`config.mk`:
```
export PLATFORM = sky130hd
export DESIGN_NAME = change_dispenser_ctrl
export DESIGN_NICKNAME = d
export VERILOG_FILES = /design/src/rtl/vm_pkg.sv /design/src/rtl/change_denom_select.sv /design/src/rtl/change_dispenser_ctrl.sv
export SDC_FILE = /design/constraint.sdc
export NUM_CORES = 1
export LEC_CHECK = 0
export CAP_MARGIN = 30
export CELL_PAD_IN_SITES_DETAIL_PLACEMENT = 0
export CELL_PAD_IN_SITES_GLOBAL_PLACEMENT = 1
export CORE_AREA = 3 3 127 98
export CTS_CLUSTER_SIZE = 14
export DETAILED_ROUTE_END_ITERATION = 8
export DIE_AREA = 0 0 130 101
export HOLD_SLACK_MARGIN = 0.12
export PLACE_DENSITY_LB_ADDON = 0.1
export SETUP_SLACK_MARGIN = 0.4
export SYNTH_ARGS = -nofsm -noshare
export SYNTH_HDL_FRONTEND = slang
export SYNTH_SLANG_ARGS = --single-unit
```
`constraint.sdc`:
```
create_clock -name clk -period 4.3 [get_ports clk]
set_input_delay 0.43 -clock clk [delete_from_list [all_inputs] [get_ports clk]]
set_output_delay 0.43 -clock clk [all_outputs]
set_load 0.01 [all_outputs]
```
`src/rtl/vm_pkg.sv`:
```
// Shared vending-machine definitions: denomination coding, coin values and
// the change dispenser state encoding.
package vm_pkg;

   localparam int NUM_DENOM = 5;

   localparam logic [2:0] D5   = 3'd0;
   localparam logic [2:0] D10  = 3'd1;
   localparam logic [2:0] D20  = 3'd2;
   localparam logic [2:0] D50  = 3'd3;
   localparam logic [2:0] D100 = 3'd4;

   localparam int unsigned DENOM_VALUE [NUM_DENOM] = '{5, 10, 20, 50, 100};

   typedef enum logic [2:0] {
      ST_IDLE,
      ST_SELECT,
      ST_EJECT,
      ST_WAIT_ACK,
      ST_DONE
   } state_t;

   // Case decode keeps out-of-range indices harmless (value 0).
   function automatic logic [6:0] denom_value(input logic [2:0] d);
      case (d)
         D5:      denom_value = 7'd5;
         D10:     denom_value = 7'd10;
         D20:     denom_value = 7'd20;
         D50:     denom_value = 7'd50;
         D100:    denom_value = 7'd100;
         default: denom_value = 7'd0;
      endcase
   endfunction

endpackage

```
`src/rtl/change_denom_select.sv`:
```
// Greedy coin picker: highest denomination that fits the remaining amount,
// has stock and whose hopper is not faulted.
module change_denom_select
   import vm_pkg::*;
#(
   parameter int AMT_W = 10
) (
   input  logic [AMT_W-1:0] remaining,
   input  logic [4:0]       inv_nz,
   input  logic [4:0]       fault,
   output logic             found,
   output logic [2:0]       denom
);

   // Ascending scan, so the last hit is the highest eligible denomination.
   always_comb begin
      found = 1'b0;
      denom = D5;
      for (int i = 0; i < NUM_DENOM; i++) begin
         if (inv_nz[i] && !fault[i] && (32'(remaining) >= DENOM_VALUE[i])) begin
            found = 1'b1;
            denom = 3'(i);
         end
      end
   end

endmodule

```
`src/rtl/change_dispenser_ctrl.sv`:
```
// Change dispenser: greedy coin decomposition, one-coin-at-a-time hopper
// sequencing with ack timeout, inventory and sticky hopper fault tracking.
//
// state    | meaning
// ---------+---------------------------------------------------------
// IDLE     | ready for a request; refills accepted
// SELECT   | pick next coin denomination or finish
// EJECT    | eject pulse for the chosen hopper, timer cleared
// WAIT_ACK | wait for coin-drop ack, fault hopper after TIMEOUT cycles
// DONE     | done pulse, report shortfall and residual
module change_dispenser_ctrl
   import vm_pkg::*;
#(
   parameter int AMT_W   = 10,
   parameter int CNT_W   = 6,
   parameter int TIMEOUT = 15
) (
   input  logic             clk,
   input  logic             rst,
   input  logic             req_valid,
   input  logic [AMT_W-1:0] req_amount,
   output logic             req_ready,
   input  logic             refill_valid,
   input  logic [2:0]       refill_denom,
   input  logic [CNT_W-1:0] refill_qty,
   output logic [4:0]       eject,
   input  logic             eject_ack,
   output logic             done,
   output logic             done_short,
   output logic [AMT_W-1:0] residual,
   output logic [CNT_W-1:0] inv_5,
   output logic [CNT_W-1:0] inv_10,
   output logic [CNT_W-1:0] inv_20,
   output logic [CNT_W-1:0] inv_50,
   output logic [CNT_W-1:0] inv_100,
   output logic [4:0]       hopper_fault
);

   localparam int TMR_W = (TIMEOUT > 1) ? $clog2(TIMEOUT) : 1;
   localparam logic [TMR_W-1:0] TMR_TERM = TMR_W'(TIMEOUT - 1);

   state_t           state, state_nxt;
   logic [AMT_W-1:0] remaining;
   logic [2:0]       cur_d;
   logic [TMR_W-1:0] timer;
   logic [CNT_W-1:0] inv [NUM_DENOM];
   logic [4:0]       inv_nz;

   logic             sel_found;
   logic [2:0]       sel_d;
   logic [4:0]       eject_nxt;
   logic             done_nxt;
   logic             accept;
   logic             ack_take;
   logic             tmo;
   logic             timer_clr;
   logic             timer_inc;
   logic             refill_hit;

   function automatic logic [CNT_W-1:0] sat_add(input logic [CNT_W-1:0] a,
                                               input logic [CNT_W-1:0] b);
      logic [CNT_W:0] sum;
      sum = {1'b0, a} + {1'b0, b};
      sat_add = sum[CNT_W] ? '1 : sum[CNT_W-1:0];
   endfunction

   always_comb begin
      for (int i = 0; i < NUM_DENOM; i++) inv_nz[i] = |inv[i];
   end

   change_denom_select #(.AMT_W(AMT_W)) u_select (
      .remaining (remaining),
      .inv_nz    (inv_nz),
      .fault     (hopper_fault),
      .found     (sel_found),
      .denom     (sel_d)
   );

   always_ff @(posedge clk or negedge rst) begin
      if (!rst) state <= ST_IDLE;
      else      state <= state_nxt;
   end

   always_comb begin
      state_nxt = state;
      eject_nxt = '0;
      done_nxt  = 1'b0;
      accept    = 1'b0;
      ack_take  = 1'b0;
      tmo       = 1'b0;
      timer_clr = 1'b0;
      timer_inc = 1'b0;
      case (state)
         ST_IDLE: begin
            if (req_valid) begin
               accept    = 1'b1;
               state_nxt = ST_SELECT;
            end
         end
         ST_SELECT: begin
            if (sel_found) begin
               eject_nxt = 5'd1 << sel_d;
               state_nxt = ST_EJECT;
            end else begin
               done_nxt  = 1'b1;
               state_nxt = ST_DONE;
            end
         end
         ST_EJECT: begin
            timer_clr = 1'b1;
            state_nxt = ST_WAIT_ACK;
         end
         ST_WAIT_ACK: begin
            if (eject_ack) begin
               ack_take  = 1'b1;
               state_nxt = ST_SELECT;
            end else if (timer == TMR_TERM) begin
               tmo       = 1'b1;
               state_nxt = ST_SELECT;
            end else begin
               timer_inc = 1'b1;
            end
         end
         ST_DONE:  state_nxt = ST_IDLE;
         default:  state_nxt = ST_IDLE;
      endcase
   end

   assign req_ready  = (state == ST_IDLE);
   assign refill_hit = req_ready && refill_valid && (refill_denom < 3'd5);

   always_ff @(posedge clk or negedge rst) begin
      if (!rst) begin
         remaining    <= '0;
         cur_d        <= D5;
         timer        <= '0;
         eject        <= '0;
         done         <= 1'b0;
         done_short   <= 1'b0;
         residual     <= '0;
         hopper_fault <= '0;
         for (int i = 0; i < NUM_DENOM; i++) inv[i] <= '0;
      end else begin
         eject      <= eject_nxt;
         done       <= done_nxt;
         done_short <= done_nxt && (remaining != '0);
         if (done_nxt) residual <= remaining;

         if (accept)                 remaining <= req_amount;
         else if (ack_take)          remaining <= remaining - AMT_W'(denom_value(cur_d));
         if (state == ST_SELECT)     cur_d     <= sel_d;

         if (timer_clr)      timer <= '0;
         else if (timer_inc) timer <= timer + 1'b1;

         for (int i = 0; i < NUM_DENOM; i++) begin
            if (refill_hit && refill_denom == 3'(i)) begin
               inv[i]          <= sat_add(inv[i], refill_qty);
               hopper_fault[i] <= 1'b0;
            end
            if (ack_take && cur_d == 3'(i)) inv[i] <= inv[i] - 1'b1;
            if (tmo && cur_d == 3'(i))      hopper_fault[i] <= 1'b1;
         end
      end
   end

   assign inv_5   = inv[0];
   assign inv_10  = inv[1];
   assign inv_20  = inv[2];
   assign inv_50  = inv[3];
   assign inv_100 = inv[4];

endmodule

```
==> impl_metrics.tcl, run 1 <==
set metrics [dict create \
    drc 0 \
    core_area_mm2 0.0114 \
    clock-sinks 72 \
    hold_path_class "flop to flop" \
    r2r-end "residual[8]" \
    area_delta_synth_final_pct 24.5 \
    die_area_mm2 0.0131 \
    postCtsResizedCells 0 \
    dieWidth_um 130 \
    p_total_w 0.00412 \
    worstPathRequired_ns 4.52 \
    crit_chain "inv_1, ha_1, nor3b_1, a21oi_1, o211a_1, o32ai_1, a21oi_1, nor3_1, buf_4, mux2_2" \
    status "complete, no violations" \
    post_synth_inst_count 569 \
    final_common_cell "clkdlybuf4s50_1" \
    min_period_ns 2.95 \
    antennaDiodeCount 0 \
    clkTransAtPathRegs_ns 0.06 \
    clk_latency_ns 0.34 \
    reg2reg_slack_ns 1.35 \
    r2r_cells 10 \
    cts_tree "done" \
    grt_pass1_wl_um 22300 \
    synth.distinct_cells 57 \
    worstHoldStart "residual[9]" \
    grt_pass1_vias 4255 \
    grt_usage 0.216 \
    syn-cell-area_mm2 0.00504 \
    layout.nets 724 \
    dr.pass1.iters 5 \
    rsz0062_at_grt "false" \
    yosysWarnings 0 \
    peakVddDrop_mv 0.317 \
    powerDensity_mw_per_mm2 657 \
    hold_end "residual[9]" \
    dieHeight_um 101 \
    combPwrFrac 0.506 \
    portBuffers 76 \
    cts_hold_buf 0 \
    crit_fanout 12 \
    cp_common_cell "a21oi_1" \
    antenna_left 0 \
    dpl.hpwl_um 10300 \
    seqPwrFrac 0.308 \
    layout_common_cells "75 x clkdlybuf4s50_1, 72 x dfrtp_1, 53 x a21oi_1" \
    cts_buffers 9 \
    ys_top_cells_by_area "dfrtp_1 36%, ha_1 11%, a21oi_1 5.3%" \
    ys_seq_area_frac 0.358 \
    maxCapViolCount 0 \
    cp_slowest_stage_delay_ns 0.43 \
    drive_gt1_frac 0.0597 \
    slew_headroom 0.449 \
    grt_max_degree 73 \
    crit_arrival_ns 3.18 \
    synth.avg_cell_area_um2 8.86 \
    wl_um 13700 \
    final-setup-viol-count 0 \
    cts_setup_buffers 0 \
    critPathLaunchType "flop" \
    ys_async_sr_fraction 1.00 \
    min_period_over_period 0.687 \
    power_frac_clock 0.186 \
    finalMaxSlewViolations 0 \
    ys.flop_type "dfrtp_1" \
    skew_ns 0.0103 \
    htree_levels 3 \
    rr_startpoint "inv_5[1]" \
    multi_input_area_mm2 0.00303 \
    regArea_mm2 0.00180 \
    finalSetupTns_ns 0 \
    grt_overflow 0 \
    critical_path_class "flop to flop" \
    hold_depth 1 \
    antenna_found_initial 0 \
    power_switching_w 0.00176 \
    max_freq_mhz 338 \
    synth_edf_count 0 \
    synth.top_cell.area_share 0.358 \
    end_kind "flop" \
    p_int_w 0.00236 \
    initial_utilization 0.440 \
    ios 77 \
    cts.path.max_buffers 2 \
    avgViaCountPerCell 5.70 \
    drtIter0Drc 327 \
    yosysTopAreaCell "dfrtp_1" \
    cts_root_buf "clkbuf_16" \
    wire_per_inst_um 17.2 \
    sw_frac_of_total 0.428 \
    nFillCells 1059 \
    syn_nets 645 \
    holdWs_ns 0.503 \
    finalHoldViolCount 0 \
    num_rows 34 \
    p_leak_nw 2.72 \
    ys_ff_latch 72 \
    worst_slew_pin_slew_ns 0.820 \
    cp_slowest_cell "dfrtp_1" \
    vias 4540 \
    gp_congestion 0.904 \
]
-- per-layer routing --
| metal | global-route usage | vias up | share of wire |
|---|---|---|---|
| met5 | 0 | - | 0 |
| met2 | 0.299 | 126 | 0.42 |
| li1 | - | 2210 | - |
| met1 | 0.339 | 2183 | 0.51 |
| met4 | 0.0607 | 0 | 0.018 |
| met3 | 0.0397 | 21 | 0.050 |
-- cell type report --
type | count | share of cell area
Tap cell | 144 | 0.0287
Multi-Input combinational cell | 446 | 0.483
Timing Repair Buffer | 81 | 0.129
Inverter | 38 | 0.0227
Clock buffer | 10 | 0.0381
Clock inverter | 6 | 0.0108
Sequential cell | 72 | 0.287
-- power by group through the flow --
stage | Combinational, W | Sequential, W | Clock, W
after floorplan | 0.00138 | 0.00120 | 0
after global placement | 0.00204 | 0.00127 | 0
after detailed placement | 0.00206 | 0.00128 | 0
after CTS | 0.00208 | 0.00127 | 0.000783
after global routing | 0.00236 | 0.00133 | 0.000814
final | 0.00209 | 0.00127 | 0.000765
-- sequential cells by signal, summed over array words and instances (netlist names) --
name          cells
hopper_fault      5
remaining        10
timer             4
done_short        1
state             3
inv_100           6
inv_5             6
inv_50            6
inv_20            6
cur_d             3
eject             5
done              1
residual         10
inv_10            6
-- worst max path at each step --
stage / start / end / slack, ns / cells after the start
5_1_grt: inv_5[1] / residual[6] / 1.15 / 10
4_1_cts: inv_5[1] / residual[8] / 1.34 / 10
3_3_place_gp: refill_qty[1] / inv_5[4] / 1.23 / 10
6_report: inv_5[1] / residual[8] / 1.35 / 10
3_5_place_dp: refill_qty[1] / inv_5[4] / 1.12 / 10
2_1_floorplan: inv_20[1] / residual[2] / 1.68 / 10
-- critical path, delay by kind of cell (launching register included) --
kind	cells	cell delay (ns)
AOI/OAI and AO/OA	4	0.83
and+or+nand+nor	2	0.63
DFF	1	0.43
buffers and inverters	2	0.39
muxes	1	0.35
adders and majority gates	1	0.20
-- kinds of logic (layout without fill, tap and decap cells) --
group,after synthesis,count (layout),synth area share
compound gates,167,167,0.206
fa+ha+maj,52,52,0.138
buf+inv,51,135,0.0412
mux,10,10,0.0223
flops,72,72,0.358
simple gates,195,195,0.196
xor+xnor,22,22,0.0382
-- stage by stage --
step           setup WS, ns   util  instance area [um^2]  instances
4_1_cts                1.34  0.545                  6240        795
5_1_grt                1.15  0.548                  6270        797
3_5_place_dp           1.12  0.519                  5930        779
2_1_floorplan          1.68      -                  5040        569
3_3_place_gp           1.23  0.519                  5930        779
6_report               1.35  0.548                  6270        797
-- Yosys cell counts (6+ instances only) --
cell	number
a21oi_1	53
nand2_1	45
clkbuf_1	10
xnor2_1	12
a21o_1	10
nand3_1	15
ha_1	46
o21ai_0	48
nor2_1	46
nor3_1	24
or3_1	9
nor2b_1	12
nand2b_1	11
dfrtp_1	72
xor2_1	10
nor4_1	6
inv_1	38
fa_1	6
nor3b_1	8
mux2_2	10
Note: power is estimated with default switching activity, not from simulation.
==> inputs of run 2 (changes only) <==
--- a/config.mk
+++ b/config.mk
@@ -8,10 +8,10 @@
 export CAP_MARGIN = 30
 export CELL_PAD_IN_SITES_DETAIL_PLACEMENT = 0
 export CELL_PAD_IN_SITES_GLOBAL_PLACEMENT = 1
-export CORE_AREA = 3 3 127 98
+export CORE_AREA = 3 3 131 101
 export CTS_CLUSTER_SIZE = 14
 export DETAILED_ROUTE_END_ITERATION = 8
-export DIE_AREA = 0 0 130 101
+export DIE_AREA = 0 0 134 104
 export HOLD_SLACK_MARGIN = 0.12
 export PLACE_DENSITY_LB_ADDON = 0.1
 export SETUP_SLACK_MARGIN = 0.4
==> constraint.sdc (replaced) <==
create_clock -name clk -period 2.9 [get_ports clk]
set_input_delay 0.29 -clock clk [delete_from_list [all_inputs] [get_ports clk]]
set_output_delay 0.29 -clock clk [all_outputs]
set_load 0.01 [all_outputs]
==> impl_metrics.tcl, run 2 (synthesis results as in run 1) <==
set metrics [dict create \
    cp_slowest_cell "or4b_4" \
    fin_cells 850 \
    cts_root_buf "clkbuf_16" \
    wl_um 14300 \
    skew_ns 0.00824 \
    powerDensity_mw_per_mm2 963 \
    path_buf_inv 0 \
    grt_usage 0.204 \
    end_kind "flop" \
    clkTransAtPathRegs_ns 0.06 \
    clk_latency_ns 0.33 \
    cts_buffers 9 \
    drc 0 \
    layout_common_cells "74 x clkdlybuf4s50_1, 67 x dfrtp_1, 51 x a21oi_1" \
    critical_path_class "flop to flop" \
    htree_levels 3 \
    crit_fanout 9 \
    worst_slew_pin_slew_ns 0.460 \
    grtUsageMet1 0.309 \
    antenna_found_initial 0 \
    cp_slowest_stage_delay_ns 0.54 \
    critPathLaunchType "flop" \
    core_area_mm2 0.0121 \
    reg.largest.list "remaining (10), residual (10)" \
    maxCapViolCount 0 \
    dpl.hpwl_um 10600 \
    max_freq_mhz 415 \
    path_delay_family "simple AND/OR/NAND/NOR gates" \
    finalMaxSlewViolations 0 \
    grt_pass1_wl_um 22900 \
    dieHeight_um 104 \
    drive_gt1_frac 0.143 \
    dieWidth_um 134 \
    reg2reg_slack_ns 0.49 \
    crit_arrival_ns 2.67 \
    setup_slack_ns 0.490 \
    crit_chain "or4b_4, or2_4, or3b_1, and2_4, or3_1, a21oi_1" \
    grt_overflow 0 \
    finalHoldViolCount 0 \
    ios 77 \
    dr.pass1.iters 5 \
    min_period_ns 2.41 \
    grt_pass1_vias 4338 \
    antenna_left 0 \
    gp_congestion 0.903 \
    wire_per_inst_um 16.9 \
    slew_headroom 0.691 \
    cts.path.max_buffers 2 \
    vias 4674 \
    grt_use_met3 0.0450 \
    cts_tree "done" \
    dp_slack_ns 0.123 \
    status "complete, no violations" \
    avgViaCountPerCell 5.50 \
    final-setup-viol-count 0 \
    antennaDiodeCount 0 \
    die_area_mm2 0.0139 \
    p_leak_nw 2.92 \
    final_common_cell "clkdlybuf4s50_1" \
    drtIter0Drc 314 \
    rsz0062_at_grt "true" \
    use_met2 0.303 \
    min_period_over_period 0.831 \
    num_rows 35 \
    layout.nets 755 \
    dp_cells 817 \
    area_delta_synth_final_pct 32.5 \
    busiest_layer "met1" \
    clock-sinks 72 \
    portBuffers 76 \
    grt_max_degree 73 \
    worstPathRequired_ns 3.16 \
    finalSetupTns_ns 0 \
    hold_path_class "input port to asynchronous set/reset pin" \
    peakVddDrop_mv 0.343 \
    initial_utilization 0.415 \
]
==> run 2: cell types whose count changed in the layout (fill, tap and decap cells not counted), sizes merged <==
| cell | delta |
|---|---|
| clkbuf | +1 |
| buf | +31 |
| dlymetal6s2s | +1 |
| clkdlybuf4s50 | -1 |
| inv | -1 |
==> run 2: power by group <==
part	leakage [nW]	switching (W)	internal (W)	total, W
sequential	0.889	0.000535	0.00134	0.00187
clock	0.148	0.000429	0.000710	0.00114
combinational	1.89	0.00175	0.00166	0.00342
total	2.92	0.00272	0.00371	0.00643
==> run 2: per-layer routing <==
layer  share of wire  vias to the layer above
met4          0.0077                        0
met1            0.50                     2252
met3           0.053                        9
li1                -                     2287
met2            0.44                      126
met5               0                        -
==> run 2: metrics by stage <==
step	utilization	total power [W]	cell area (um^2)	hold slack (ns)
after floorplan	-	0.00383	5050	-0.00559
after global placement	0.502	0.00495	6090	0.490
after detailed placement	0.502	0.00502	6090	0.494
after CTS	0.535	0.00627	6480	0.161
after global routing	0.550	0.00698	6680	0.456
final	0.550	0.00643	6680	0.423
==> run 2: path summary, 6_finish.rpt <==
check	start	endpoint	depth (start not counted)
max	state[0]	inv_100[0]	6
min	rst	inv_50[2]	2
max reg2reg	state[0]	inv_100[0]	6
min reg2reg	residual[9]	residual[9]	1
max in group asynchronous	rst	state[1]	3
min in group clk	residual[9]	residual[9]	1
==> run 2: final cells by class <==
| class | count | area [um^2] |
|---|---|---|
| Sequential cell | 72 | 1810 |
| Tap cell | 166 | 208 |
| Inverter | 38 | 143 |
| Clock buffer | 11 | 253 |
| Multi-Input combinational cell | 446 | 3150 |
| Timing Repair Buffer | 112 | 1060 |
| Clock inverter | 5 | 55.1 |
| Fill cell | 1111 | 5460 |
==> run 2: repair_timing <==
action,4_1_cts,5_1_grt
cloned,1,0
hold endpoints to repair,0,27
resized for setup,18,22
setup endpoints to repair,13,32
buffers inserted,2,12
pin swaps,3,3
hold buffers,0,1
==> inputs of run 3 (changes only) <==
==> constraint.sdc (replaced) <==
create_clock -name clk -period 2.47 [get_ports clk]
set_input_delay 0.247 -clock clk [delete_from_list [all_inputs] [get_ports clk]]
set_output_delay 0.247 -clock clk [all_outputs]
set_load 0.01 [all_outputs]
==> impl_metrics.tcl, run 3 (synthesis results as in run 1) <==
set metrics [dict create \
    status "complete, no violations" \
    portBuffers 76 \
    setup_slack_ns 0.0190 \
    layout_common_cells "81 x buf_4, 72 x clkdlybuf4s50_1, 65 x dfrtp_1" \
    finalMaxSlewViolations 0 \
    critical_path_class "flop to flop" \
    initial_utilization 0.415 \
    reg2reg_slack_ns 0.02 \
    gp_congestion 0.857 \
    finalSetupTns_ns 0 \
    hold_path_class "input port to asynchronous set/reset pin" \
    grt_overflow 0 \
    end_kind "flop" \
    min_period_over_period 0.992 \
    finalHoldViolCount 0 \
    peakVddDrop_mv 0.549 \
    layout.nets 832 \
    multi_input_area_mm2 0.00372 \
    p_leak_nw 3.48 \
    num_rows 35 \
    nFillCells 971 \
    die_area_mm2 0.0139 \
    wire_per_inst_um 17.2 \
    min_period_ns 2.45 \
    antennaDiodeCount 0 \
    grt_max_degree 73 \
    wl_um 15900 \
    antenna_left 0 \
    ios 77 \
    vias 5012 \
    cts.path.max_buffers 2 \
    regArea_mm2 0.00181 \
    worstPathRequired_ns 2.69 \
    grt_usage 0.228 \
    clk_latency_ns 0.34 \
    htree_levels 3 \
    reg.largest.list "remaining (10), residual (10)" \
    cts_buffers 9 \
    slew_headroom 0.616 \
    rsz0062_at_grt "true" \
    clkTransAtPathRegs_ns 0.06 \
    cts_root_buf "clkbuf_16" \
    grt_pass1_vias 4911 \
    dieHeight_um 104 \
    rr_startpoint "inv_20[0]" \
    clock-sinks 72 \
    area_delta_synth_final_pct 58.1 \
    drtIter0Drc 204 \
    skew_ns 0.0105 \
    drc 0 \
    dieWidth_um 134 \
    wl_met1_um 7700 \
    critPathLaunchType "flop" \
    cts_tree "done" \
    antenna_found_initial 0 \
    drive_gt1_frac 0.346 \
    powerDensity_mw_per_mm2 1160 \
    wl_met2_um 7280 \
    dr.max_layer_used "met4" \
    maxCapViolCount 0 \
    p_total_w 0.00924 \
    postPlaceCellArea_mm2 0.00653 \
    r2r_cells 11 \
    worst_slew_pin_slew_ns 0.572 \
    core_area_mm2 0.0121 \
    dpl.hpwl_um 11100 \
    crit_arrival_ns 2.67 \
    r2r-end "residual[0]" \
    dp_slack_ns -0.217 \
    dr.pass1.iters 4 \
    avgViaCountPerCell 5.41 \
    final-setup-viol-count 0 \
    stdcell_area_mm2 0.00797 \
    max_freq_mhz 408 \
    wl_met3_um 793 \
    final_common_cell "buf_4" \
    crit_fanout 6 \
    grt_pass1_wl_um 25400 \
]
-- run 3: changes by cell type in the layout (fill, tap and decap cells not counted), sizes merged --
cell           previous run  this run
buf                      36       113
bufinv                    1         2
clkbuf                   11         9
clkdlybuf4s50            74        72
clkinv                    2         3
dlygate4sd2               0         3
dlymetal6s2s              1         0
-- run 3: through the flow --
stage / util / cells / hold WS, ns
after floorplan: - / 569 / -0.0486
after global placement: 0.538 / 861 / 0.453
after detailed placement: 0.538 / 861 / 0.465
after CTS: 0.614 / 909 / 0.450
after global routing: 0.657 / 927 / 0.450
final: 0.657 / 927 / 0.410
-- run 3: area by class of cell --
| class | count | area share |
|---|---|---|
| clock buffer | 9 | 0.0283 |
| clock inverter | 7 | 0.0119 |
| inverter | 38 | 0.0187 |
| sequential | 72 | 0.227 |
| timing repair buffer | 189 | 0.221 |
| multi-input combinational | 446 | 0.467 |
| tap | 166 | 0.0261 |
-- run 3: how the worst max path moves through the flow --
stage                              from  cells past startpoint  slack (ns)     endpoint
after global placement     refill_valid                      9       -0.20    inv_50[1]
after global routing          inv_20[1]                     11       -0.07  residual[4]
after floorplan                state[2]                      8        0.05   inv_100[0]
after detailed placement  refill_qty[2]                     10       -0.22    inv_10[5]
final                         inv_20[0]                     11        0.02  residual[0]
after CTS                     inv_20[1]                     11        0.05  residual[2]
-- run 3: what timing repair did --
| item | 4_1_cts | 5_1_grt |
|---|---|---|
| endpoints found under the setup margin | 52 | 54 |
| resized for setup | 96 | 95 |
| hold buffers | 1 | 0 |
| endpoints found under the hold margin | 66 | 0 |
| gates cloned | 1 | 0 |
| pin swaps | 41 | 50 |
| setup buffers | 30 | 17 |
-- run 3: layer usage --
layer | global-route usage | up-vias
li1 | - | 2444
met1 | 0.337 | 2436
met2 | 0.348 | 114
met3 | 0.0411 | 18
met4 | 0.0492 | 0
met5 | 0 | -
-- run 3: where the power goes --
part / total (W) / internal (W) / switching [W]
clock: 0.00142 / 0.000886 / 0.000535
combinational: 0.00570 / 0.00288 / 0.00282
sequential: 0.00212 / 0.00157 / 0.000547
total: 0.00924 / 0.00534 / 0.00390
-- run 3: critical path: stages, from the launching register on --
cell and delay, ns:
dfrtp_1 0.40, inv_2 0.08, ha_4 0.13, or3b_4 0.40
nor3_4 0.21, nor2_4 0.08, a22oi_2 0.20, nand2_2 0.11
nor3_4 0.15, buf_4 0.16, buf_16 0.12, mux2_4 0.29
